### config.mk
export PLATFORM = sky130hd
export DESIGN_NAME = lsu_mem_stage_flat
export DESIGN_NICKNAME = d
export VERILOG_FILES = /design/src/rtl/riscv_pkg.sv /design/src/rtl/lsu_mem_stage_if.sv /design/src/rtl/lsu_load_align.sv /design/src/rtl/lsu_mem_stage.sv /design/src/flat_wrapper.sv
export SDC_FILE = /design/constraint.sdc
export NUM_CORES = 1
export LEC_CHECK = 0
export ABC_CLOCK_PERIOD_IN_PS = 2970
export BUFFER_PORTS_ARGS = -buffer_cell sky130_fd_sc_hd__buf_2
export CAP_MARGIN = 20
export CORE_UTILIZATION = 40
export DETAILED_ROUTE_END_ITERATION = 12
export GPL_ROUTABILITY_DRIVEN = 0
export GPL_TIMING_DRIVEN = 0
export PLACE_DENSITY = 0.79
export SYNTH_ARGS = -nofsm -noshare
export SYNTH_HDL_FRONTEND = slang
export SYNTH_SLANG_ARGS = --single-unit
### constraint.sdc
create_clock -name clk -period 2.97 [get_ports clk]
set_input_delay 0.297 -clock clk [delete_from_list [all_inputs] [get_ports clk]]
set_output_delay 0.297 -clock clk [all_outputs]
set_load 0.05 [all_outputs]
### src/rtl/riscv_pkg.sv
// ---------------------------------------------------------------------------
// riscv_pkg
// Shared definitions for the load/store unit of the RISC-V datapath:
//   - funct3 encodings for the load/store access sizes
//   - lsu_state_t and its state constants (IDLE, REQ, DONE)
//   - accessError(): decides whether a request can go to the bus at all
// No ports (package).
// ---------------------------------------------------------------------------
package riscv_pkg;

    // funct3 encodings; bit 2 selects zero extension, bits 1:0 the size
    localparam logic [2:0] F3_B  = 3'b000;
    localparam logic [2:0] F3_H  = 3'b001;
    localparam logic [2:0] F3_W  = 3'b010;
    localparam logic [2:0] F3_BU = 3'b100;
    localparam logic [2:0] F3_HU = 3'b101;

    // LSU control states
    typedef logic [1:0] lsu_state_t;
    localparam lsu_state_t IDLE = 2'd0;
    localparam lsu_state_t REQ  = 2'd1;
    localparam lsu_state_t DONE = 2'd2;

    // An access is refused when its funct3 is not a load/store size this
    // core supports (unsigned variants exist only for loads) or when the
    // address is not naturally aligned for the access size.
    function automatic logic accessError(input logic       isStore,
                                         input logic [2:0] funct3,
                                         input logic [1:0] addrLo);
        logic illegal;
        logic misaligned;
        illegal    = (funct3 == 3'b011) || (funct3[2:1] == 2'b11) ||
                     (isStore && funct3[2]);
        misaligned = ((funct3[1:0] == 2'b01) && addrLo[0]) ||
                     ((funct3[1:0] == 2'b10) && (addrLo != 2'b00));
        return illegal || misaligned;
    endfunction

endpackage

### src/rtl/lsu_mem_stage_if.sv
// ---------------------------------------------------------------------------
// lsu_mem_stage_if
// Data-memory request/ready bus between the LSU and the memory.
//   bus_req   LSU -> mem  request active
//   bus_we    LSU -> mem  1 = write
//   bus_addr  LSU -> mem  word-aligned address
//   bus_be    LSU -> mem  byte enables
//   bus_wdata LSU -> mem  lane-replicated store data
//   bus_ready mem -> LSU  request accepted/completed this cycle
//   bus_rdata mem -> LSU  read data, valid with bus_ready
// master = LSU side, slave = memory side.
// ---------------------------------------------------------------------------
interface lsu_mem_stage_if;

    logic        bus_req;
    logic        bus_we;
    logic [31:0] bus_addr;
    logic [3:0]  bus_be;
    logic [31:0] bus_wdata;
    logic        bus_ready;
    logic [31:0] bus_rdata;

    modport master (
        output bus_req, bus_we, bus_addr, bus_be, bus_wdata,
        input  bus_ready, bus_rdata
    );

    modport slave (
        input  bus_req, bus_we, bus_addr, bus_be, bus_wdata,
        output bus_ready, bus_rdata
    );

endinterface

### src/rtl/lsu_load_align.sv
// ---------------------------------------------------------------------------
// lsu_load_align
// Combinational lane select and sign/zero extension of load data.
//   i_rdata   32  raw word from the bus
//   i_addrLo   2  low address bits of the access
//   i_funct3   3  access size/sign
//   o_data    32  extended load result
// ---------------------------------------------------------------------------
module lsu_load_align
    import riscv_pkg::*;
(
    input  logic [31:0] i_rdata,
    input  logic [1:0]  i_addrLo,
    input  logic [2:0]  i_funct3,
    output logic [31:0] o_data
);

    logic [7:0]  w_byte;
    logic [15:0] w_half;

    // Pick the addressed byte and half out of the word, then extend
    // according to the size and the unsigned bit of funct3.
    always_comb begin
        w_byte = 8'h00;
        w_half = 16'h0000;
        o_data = i_rdata;
        case (i_addrLo)
            2'd0:    w_byte = i_rdata[7:0];
            2'd1:    w_byte = i_rdata[15:8];
            2'd2:    w_byte = i_rdata[23:16];
            default: w_byte = i_rdata[31:24];
        endcase
        w_half = i_addrLo[1] ? i_rdata[31:16] : i_rdata[15:0];
        case (i_funct3)
            F3_B:    o_data = {{24{w_byte[7]}}, w_byte};
            F3_BU:   o_data = {24'h000000, w_byte};
            F3_H:    o_data = {{16{w_half[15]}}, w_half};
            F3_HU:   o_data = {16'h0000, w_half};
            default: o_data = i_rdata;
        endcase
    end

endmodule

### src/rtl/lsu_mem_stage.sv
// ---------------------------------------------------------------------------
// lsu_mem_stage
// Load/store unit after the ALU: one data-memory access per load/store over
// a request/ready bus, with stall, done/err reporting and a wait timeout.
//   clk           system clock, rising edge
//   rst_n         asynchronous active-low reset
//   i_req_valid   load/store present (held while o_stall=1)
//   i_mem_write   1 = store, 0 = load
//   i_funct3      access size/sign
//   i_alu_result  effective address
//   i_store_data  rs2 value
//   o_stall       core must hold (combinational)
//   o_done        one-cycle completion pulse
//   o_err         misaligned / illegal / timeout, valid with o_done
//   o_load_data   extended load result, held until the next o_done
//   bus           memory bus (master side)
// TIMEOUT_CYCLES: wait cycles allowed in REQ before abort, 0 = no timeout.
// ---------------------------------------------------------------------------
module lsu_mem_stage
    import riscv_pkg::*;
#(
    parameter int unsigned TIMEOUT_CYCLES = 255
) (
    input  logic                 clk,
    input  logic                 rst_n,
    input  logic                 i_req_valid,
    input  logic                 i_mem_write,
    input  logic [2:0]           i_funct3,
    input  logic [31:0]          i_alu_result,
    input  logic [31:0]          i_store_data,
    output logic                 o_stall,
    output logic                 o_done,
    output logic                 o_err,
    output logic [31:0]          o_load_data,
    lsu_mem_stage_if.master      bus
);

    localparam logic [7:0] TIMEOUT8 = TIMEOUT_CYCLES[7:0];

    lsu_state_t  r_state;
    logic        r_busReq;
    logic        r_busWe;
    logic [31:0] r_busAddr;
    logic [3:0]  r_busBe;
    logic [31:0] r_busWdata;
    logic [1:0]  r_addrLo;
    logic [2:0]  r_funct3;
    logic [7:0]  r_waitCnt;
    logic        r_done;
    logic        r_err;
    logic [31:0] r_loadData;

    logic        w_accErr;
    logic [3:0]  w_be;
    logic [31:0] w_wdata;
    logic [31:0] w_alignData;
    logic [7:0]  w_cntNext;

    assign w_accErr  = accessError(i_mem_write, i_funct3, i_alu_result[1:0]);
    assign w_cntNext = r_waitCnt + 8'd1;

    // Byte enables and lane-replicated write data for the incoming request.
    // The enables are produced for loads too so the memory sees the lanes.
    always_comb begin
        w_be    = 4'b1111;
        w_wdata = i_store_data;
        case (i_funct3[1:0])
            2'b00: begin
                w_be    = 4'b0001 << i_alu_result[1:0];
                w_wdata = {4{i_store_data[7:0]}};
            end
            2'b01: begin
                w_be    = i_alu_result[1] ? 4'b1100 : 4'b0011;
                w_wdata = {2{i_store_data[15:0]}};
            end
            default: begin
                w_be    = 4'b1111;
                w_wdata = i_store_data;
            end
        endcase
    end

    // Lane select/extension works on the latched access, not the live
    // core inputs, so the result matches what was put on the bus.
    lsu_load_align u_loadAlign (
        .i_rdata  (bus.bus_rdata),
        .i_addrLo (r_addrLo),
        .i_funct3 (r_funct3),
        .o_data   (w_alignData)
    );

    // Access sequencer. Refused requests skip the bus and report straight
    // through DONE. In REQ a ready beats a timeout that lands in the same
    // cycle; the wait counter only ever advances on cycles without ready.
    always_ff @(posedge clk or negedge rst_n) begin
        if (!rst_n) begin
            r_state    <= IDLE;
            r_busReq   <= 1'b0;
            r_busWe    <= 1'b0;
            r_busAddr  <= 32'h0;
            r_busBe    <= 4'h0;
            r_busWdata <= 32'h0;
            r_addrLo   <= 2'b00;
            r_funct3   <= 3'b000;
            r_waitCnt  <= 8'h00;
            r_done     <= 1'b0;
            r_err      <= 1'b0;
            r_loadData <= 32'h0;
        end else begin
            case (r_state)
                IDLE: begin
                    r_done <= 1'b0;
                    if (i_req_valid) begin
                        if (w_accErr) begin
                            r_state    <= DONE;
                            r_done     <= 1'b1;
                            r_err      <= 1'b1;
                            r_loadData <= 32'h0;
                        end else begin
                            r_state    <= REQ;
                            r_busReq   <= 1'b1;
                            r_busWe    <= i_mem_write;
                            r_busAddr  <= {i_alu_result[31:2], 2'b00};
                            r_busBe    <= w_be;
                            r_busWdata <= w_wdata;
                            r_addrLo   <= i_alu_result[1:0];
                            r_funct3   <= i_funct3;
                            r_waitCnt  <= 8'h00;
                        end
                    end
                end
                REQ: begin
                    if (bus.bus_ready) begin
                        r_state  <= DONE;
                        r_busReq <= 1'b0;
                        r_done   <= 1'b1;
                        r_err    <= 1'b0;
                        if (!r_busWe) begin
                            r_loadData <= w_alignData;
                        end
                    end else if ((TIMEOUT8 != 8'h00) && (w_cntNext == TIMEOUT8)) begin
                        r_state    <= DONE;
                        r_busReq   <= 1'b0;
                        r_done     <= 1'b1;
                        r_err      <= 1'b1;
                        r_loadData <= 32'h0;
                    end else begin
                        r_waitCnt <= w_cntNext;
                    end
                end
                DONE: begin
                    r_state <= IDLE;
                    r_done  <= 1'b0;
                end
                default: begin
                    r_state <= IDLE;
                    r_done  <= 1'b0;
                end
            endcase
        end
    end

    assign o_stall = ((r_state == IDLE) && i_req_valid) || (r_state == REQ);

    assign o_done        = r_done;
    assign o_err         = r_err;
    assign o_load_data   = r_loadData;
    assign bus.bus_req   = r_busReq;
    assign bus.bus_we    = r_busWe;
    assign bus.bus_addr  = r_busAddr;
    assign bus.bus_be    = r_busBe;
    assign bus.bus_wdata = r_busWdata;

endmodule

### src/flat_wrapper.sv
// flat-port wrapper written by rule: the top's interface ports become plain ports
module lsu_mem_stage_flat import riscv_pkg::*;
#(
    parameter int unsigned TIMEOUT_CYCLES = 255
)
  (clk, rst_n, i_req_valid, i_mem_write, i_funct3, i_alu_result, i_store_data, o_stall, o_done, o_err, o_load_data, bus_bus_req, bus_bus_we, bus_bus_addr, bus_bus_be, bus_bus_wdata, bus_bus_ready, bus_bus_rdata);
  lsu_mem_stage_if bus_i ();
  input  logic clk;
  input  logic rst_n;
  input  logic i_req_valid;
  input  logic i_mem_write;
  input  logic [2:0] i_funct3;
  input  logic [31:0] i_alu_result;
  input  logic [31:0] i_store_data;
  output logic o_stall;
  output logic o_done;
  output logic o_err;
  output logic [31:0] o_load_data;
  output wire logic [$bits(bus_i.bus_req)-1:0] bus_bus_req;
  output wire logic [$bits(bus_i.bus_we)-1:0] bus_bus_we;
  output wire logic [$bits(bus_i.bus_addr)-1:0] bus_bus_addr;
  output wire logic [$bits(bus_i.bus_be)-1:0] bus_bus_be;
  output wire logic [$bits(bus_i.bus_wdata)-1:0] bus_bus_wdata;
  input wire logic [$bits(bus_i.bus_ready)-1:0] bus_bus_ready;
  input wire logic [$bits(bus_i.bus_rdata)-1:0] bus_bus_rdata;
  assign bus_bus_req = bus_i.bus_req;
  assign bus_bus_we = bus_i.bus_we;
  assign bus_bus_addr = bus_i.bus_addr;
  assign bus_bus_be = bus_i.bus_be;
  assign bus_bus_wdata = bus_i.bus_wdata;
  assign bus_i.bus_ready = bus_bus_ready;
  assign bus_i.bus_rdata = bus_bus_rdata;
  lsu_mem_stage #(.TIMEOUT_CYCLES(TIMEOUT_CYCLES)) u_core (.clk(clk), .rst_n(rst_n), .i_req_valid(i_req_valid), .i_mem_write(i_mem_write), .i_funct3(i_funct3), .i_alu_result(i_alu_result), .i_store_data(i_store_data), .o_stall(o_stall), .o_done(o_done), .o_err(o_err), .o_load_data(o_load_data), .bus(bus_i));
endmodule
==> flow_metrics.env, run 1 <==
export IMPL_status="finished clean"
export IMPL_critPathMaxStageDelay_ps=520
export IMPL_placed_area_sq_um=6710
export IMPL_diodes=0
export IMPL_yosysTopAreaCell="dfrtp_1"
export IMPL_first_iter_violations=382
export IMPL_criticalPathCategory="flip-flop to flip-flop"
export IMPL_worst_pin_slew_ps=908
export IMPL_final_cell_mix="buf_2, dfrtp_1, mux2_1, nand2_1, o21ai_1"
export IMPL_place_ws_ps=400
export IMPL_max_vdd_ir_drop_mv=0.677
export IMPL_syn_inst=493
export IMPL_relSlewSlack=0.392
export IMPL_synth_edf_count=0
export IMPL_reg2reg_from="u_core.r_state[0]"
export IMPL_htree_levels=4
export IMPL_fin_crit_sh=0.844
export IMPL_routed_wl_um=15300
export IMPL_fin_ws_ps=464
export IMPL_antenna_found_initial=0
export IMPL_viasPerCell=5.13
export IMPL_ys_async_sr_fraction=1.00
export IMPL_cp_data_required_time_ps=3310
export IMPL_clock_skew_ps=7.84
export IMPL_path_clk_slew_ps=50
export IMPL_cp_arrival_ps=2840
export IMPL_cts_resized=0
export IMPL_syn_cell_area_sq_um=5420
export IMPL_crit_path_start_kind="flip-flop"
export IMPL_grt_pass1_vias=4728
export IMPL_fin_area_sq_um=7380
export IMPL_yosys_register_bits=117
export IMPL_vias=4672
export IMPL_cpLargestDelayFamily="compound AO/OA/AOI/OAI gates"
export IMPL_worstPathMaxFanout=10
export IMPL_rr_endpoint="u_core.o_load_data[29]"
export IMPL_ys_top_cells_by_area="dfrtp_1, mux2_1, mux2i_1, o21ai_1, nand2_1"
export IMPL_ant_nets=0
export IMPL_grt_pass1_wl_um=24700
export IMPL_firstDrtPassIters=4
export IMPL_p_leak_nw=3.68
export IMPL_yosysWarnings=0
export IMPL_rrSetupSlack_ps=460
export IMPL_die_height_um=118
export IMPL_crit_end="u_core.o_load_data[29]"
export IMPL_drc=0
export IMPL_drv_cap=0
export IMPL_die_area_sq_um=14000
export IMPL_fmax_mhz=399
export IMPL_syn_area_per_cell_sq_um=11.0
export IMPL_ys_seq_area_frac=0.540
export IMPL_yosys_area_top_type_share=0.540
export IMPL_fin_tns_setup_ps=0
export IMPL_hpwl_um=11500
export IMPL_rr_worst_depth=7
export IMPL_num_rows=42
export IMPL_initial_core_util=0.409
export IMPL_setup_violations=0
export IMPL_synth_flop_cell="dfrtp_1"
export IMPL_wl_per_cell_um=16.9
export IMPL_areaGrowthSynthToFinish_pct=36.2
export IMPL_critPathSlowestCell="a21oi_1"
export IMPL_coreArea_sq_um=13200
export IMPL_cts_tree="yes"
export IMPL_rsz0062_at_grt="false"
export IMPL_numPortBuffers=206
export IMPL_grt_total_usage=0.229
export IMPL_yosysUniqueCellTypes=42
export IMPL_die_w_um=118
export IMPL_grt_overflow=0
export IMPL_clockBufferDepth=2
export IMPL_cp_cell_sequence="nor2b_1, nand2_1, nor2_1, o21ai_1, a21oi_1, clkbuf_1, a22o_1"
export IMPL_slew_viol_final=0
export IMPL_nNetsFinal=827
export IMPL_worst_path_buf_inv=1
export IMPL_holdCritPathClass="input pin to flip-flop"
export IMPL_power_density_nw_per_um2=1060
export IMPL_cp_num_cells=7
export IMPL_cts_made_buffers=17
export IMPL_place_inst=877
export IMPL_layout_min_cycle_time_ps=2510
export IMPL_final_common_cell="buf_2"
export IMPL_startpoint="u_core.r_state[0]"
export IMPL_post_layout_nonfiller_instances=910
export IMPL_worst_setup_path_end_kind="flip-flop"
export IMPL_cts_setup_buffers=0
export IMPL_final_util=0.557
export IMPL_hold_violations=0
export IMPL_drive_gt1_frac=0.346
export IMPL_grt_max_degree=81
export IMPL_cts_root_buf="clkbuf_16"
export IMPL_ioPinCount=209
export IMPL_clock_latency_ps=410
export IMPL_clock_sinks=117
[state kept, by name, summed over array words and instances, names as in the netlist, 2 cells and up]
signal	flops
u_core.r_addrLo	2
u_core.bus.bus_addr	30
u_core.r_funct3	3
u_core.o_load_data	32
u_core.r_waitCnt	8
u_core.r_state	2
u_core.bus.bus_wdata	32
u_core.bus.bus_be	4
[kinds of logic after synthesis]
logic type	count (synthesis)	share of synthesized area
AOI/OAI and AO/OA	128	0.150
xor gates and xnor gates	2	0.00323
buffers and inverters	38	0.0293
other	1	0.000692
DFF	117	0.540
adders and majority gates	2	0.00462
and+or+nand+nor	127	0.114
muxes	78	0.158
[synthesized netlist by cell type, drive strengths merged (2+ instances only)]
| cell type | instances |
|---|---|
| a22o | 16 |
| ha | 2 |
| or3 | 2 |
| nand2 | 43 |
| nand2b | 24 |
| o2bb2ai | 16 |
| nand3 | 7 |
| buf | 10 |
| nor3 | 3 |
| mux2 | 45 |
| dfrtp | 117 |
| clkbuf | 21 |
| and2 | 4 |
| a21o | 6 |
| o21ai | 51 |
| inv | 7 |
| a21oi | 33 |
| nor2 | 30 |
| nor2b | 4 |
| mux2i | 32 |
| nor3b | 7 |
[through the flow]
step	power (mW)	hold slack (ps)
after CTS	7.87	81.9
after global placement	5.50	461
after global routing	8.17	82.7
after floorplan	4.68	1.41
final	7.84	96.9
after detailed placement	5.56	225
[metal layers]
layer	track usage	vias to the layer above	share of wire
met4	0.0949	0	0.023
met2	0.374	232	0.48
met1	0.278	2218	0.41
li1	-	2190	-
met3	0.0743	32	0.087
met5	0	-	0
[where the power goes]
| part | leakage (nW) | total [mW] | internal [mW] | switching, mW |
|---|---|---|---|---|
| clock network | 0.324 | 2.30 | 1.58 | 0.718 |
| logic | 1.88 | 3.19 | 0.789 | 2.40 |
| registers | 1.48 | 2.35 | 2.07 | 0.282 |
| total | 3.68 | 7.84 | 4.43 | 3.40 |
[worst reg2reg max path, delay by kind of cell, from the launching register on]
family                 cells  cell delay, ps
DFF                        1             410
and+or+nand+nor            3             770
AOI/OAI and AO/OA          3             840
buffers and inverters      1             410
[area by class of cell]
cell class                      count  area (sq um)
Sequential cell                   117          2930
Clock buffer                       24           492
Buffer                             31           133
Timing Repair Buffer              208          1070
Fill cell                        1193          5870
Multi-Input combinational cell    339          2330
Inverter                            7          26.3
Tap cell                          176           220
Clock inverter                      8           169
[repair_timing]
action,in CTS,in global routing
hold buffers,1,0
hold endpoints to repair,37,0
endpoints found under the setup margin,0,0
[worst min path at each step]
stage | slack, ps | from | end | depth (start not counted)
6_report | 100 | i_alu_result[19] | u_core.bus.bus_addr[19] | 2
5_1_grt | 80 | i_alu_result[19] | u_core.bus.bus_addr[19] | 2
4_1_cts | 80 | i_alu_result[19] | u_core.bus.bus_addr[19] | 2
3_5_place_dp | 220 | rst_n | u_core.o_load_data[2] | 1
3_3_place_gp | 460 | u_core.o_done | u_core.o_done | 1
2_1_floorplan | 1 | rst_n | u_core.bus.bus_addr[10] | 0
Power figures use the tool's default switching activity.
==> inputs of run 2 (changes only) <==
Settings changed: ABC_CLOCK_PERIOD_IN_PS 2970 to 2600.
Clock period 2.97 ns to 2.6 ns, I/O delays scaled along.
==> flow_metrics.env, run 2 (same netlist as run 1, synthesis figures left out) <==
export IMPL_status="finished clean"
export IMPL_clockBufferDepth=2
export IMPL_path_clk_slew_ps=50
export IMPL_cts_tree="yes"
export IMPL_num_rows=42
export IMPL_fin_area_sq_um=7380
export IMPL_cts_made_buffers=17
export IMPL_hold_violations=0
export IMPL_areaGrowthSynthToFinish_pct=36.2
export IMPL_fin_ws_ps=277
export IMPL_relSlewSlack=0.398
export IMPL_hpwl_um=11500
export IMPL_die_area_sq_um=14000
export IMPL_ant_nets=0
export IMPL_vias=4696
export IMPL_htree_levels=4
export IMPL_cts_root_buf="clkbuf_16"
export IMPL_power_density_nw_per_um2=1210
export IMPL_worstPathMaxFanout=10
export IMPL_grt_pass1_vias=4728
export IMPL_clock_sinks=117
export IMPL_place_ws_ps=66.9
export IMPL_coreArea_sq_um=13200
export IMPL_die_height_um=118
export IMPL_layout_min_cycle_time_ps=2320
export IMPL_fillers=1191
export IMPL_grt_overflow=0
export IMPL_hold_ws_ps=61.1
export IMPL_power_total_mw=8.96
export IMPL_grt_max_degree=81
export IMPL_drive_gt1_frac=0.347
export IMPL_final_cell_mix="buf_2, dfrtp_1, mux2_1, nand2_1, o21ai_1"
export IMPL_routed_wl_um=15400
export IMPL_first_iter_violations=407
export IMPL_wl_per_cell_um=16.9
export IMPL_p_leak_nw=3.68
export IMPL_diodes=0
export IMPL_fmax_mhz=430
export IMPL_antenna_found_initial=0
export IMPL_viasPerCell=5.16
export IMPL_initial_core_util=0.409
export IMPL_ioPinCount=209
export IMPL_grt_total_usage=0.229
export IMPL_p_seq_frac=0.300
export IMPL_intPower_mw=5.06
export IMPL_clock_skew_ps=6.81
export IMPL_nNetsFinal=827
export IMPL_swShare=0.434
export IMPL_combPwrFrac=0.408
export IMPL_cp_arrival_ps=2660
export IMPL_fin_crit_sh=0.893
export IMPL_die_w_um=118
export IMPL_slew_viol_final=0
export IMPL_drc=0
export IMPL_clockPowerShare=0.293
export IMPL_criticalPathCategory="flip-flop to flip-flop"
export IMPL_cp_data_required_time_ps=2940
export IMPL_setup_violations=0
export IMPL_drv_cap=0
export IMPL_post_layout_nonfiller_instances=910
export IMPL_grt_pass1_wl_um=24700
export IMPL_max_vdd_ir_drop_mv=0.773
export IMPL_worst_pin_slew_ps=900
export IMPL_clock_latency_ps=410
export IMPL_rsz0062_at_grt="false"
export IMPL_crit_path_start_kind="flip-flop"
export IMPL_p_sw_mw=3.89
export IMPL_place_inst=877
export IMPL_holdCritPathClass="input pin to flip-flop"
export IMPL_numPortBuffers=206
export IMPL_worst_setup_path_end_kind="flip-flop"
export IMPL_final_common_cell="buf_2"
export IMPL_firstDrtPassIters=6
export IMPL_placed_area_sq_um=6710
## run 2: worst paths after layout
path                                   startpoint                  endpoint  slack [ps]  cells past startpoint
worst max-delay path            u_core.r_state[0]    u_core.o_load_data[29]         280                      7
worst min-delay path             i_alu_result[19]   u_core.bus.bus_addr[19]          60                      2
worst max register to register  u_core.r_state[0]    u_core.o_load_data[29]         280                      7
worst min register to register      u_core.o_done             u_core.o_done         470                      1
max in group asynchronous                   rst_n  u_core.bus.bus_wdata[23]        1560                      3
min in group asynchronous                   rst_n     u_core.o_load_data[2]         330                      2
## run 2: stage by stage
stage           util  setup TNS [ps]
2_1_floorplan      -               0
3_3_place_gp   0.504          -19500
3_5_place_dp   0.506               0
4_1_cts        0.557               0
5_1_grt        0.557               0
6_report       0.557               0
## run 2: timing repair
action,CTS,global route
setup buffers,0,0
hold buffers,1,0
setup endpoints to repair,0,10
hold endpoints to repair,37,0
gates resized for setup,0,1
## run 2: layout make-up
| cell class | instances | area (sq um) | share of cell area |
|---|---|---|---|
| sequential | 117 | 2930 | 0.397 |
| clock inverter | 8 | 169 | 0.0229 |
| timing repair buffer | 208 | 1070 | 0.146 |
| tap | 176 | 220 | 0.0298 |
| clock buffer | 24 | 492 | 0.0666 |
| inverter | 7 | 26.3 | 0.00356 |
| buffer | 31 | 133 | 0.0180 |
| multi-input combinational | 339 | 2340 | 0.317 |
## run 2: worst max-delay path, stage by stage (launching register included)
cell	delay (ps)
dfrtp_1	420
nor2b_1	230
nand2_1	130
nor2_1	400
o21ai_1	160
a21oi_2	330
clkbuf_1	390
a22o_1	200
## run 2: metal layers
metal | track usage | vias to the layer above | share of wire
li1 | - | 2191 | -
met1 | 0.278 | 2250 | 0.41
met2 | 0.374 | 224 | 0.48
met5 | 0 | - | 0
met3 | 0.0743 | 31 | 0.086
met4 | 0.0949 | 0 | 0.023
## run 2: power groups by stage
stage          Clock, mW  Combinational (mW)  Sequential [mW]
5_1_grt             2.73                3.86             2.75
6_report            2.62                3.65             2.68
4_1_cts             2.65                3.66             2.68
2_1_floorplan          0               0.918             4.43
3_5_place_dp           0                3.65             2.70
3_3_place_gp           0                3.61             2.68
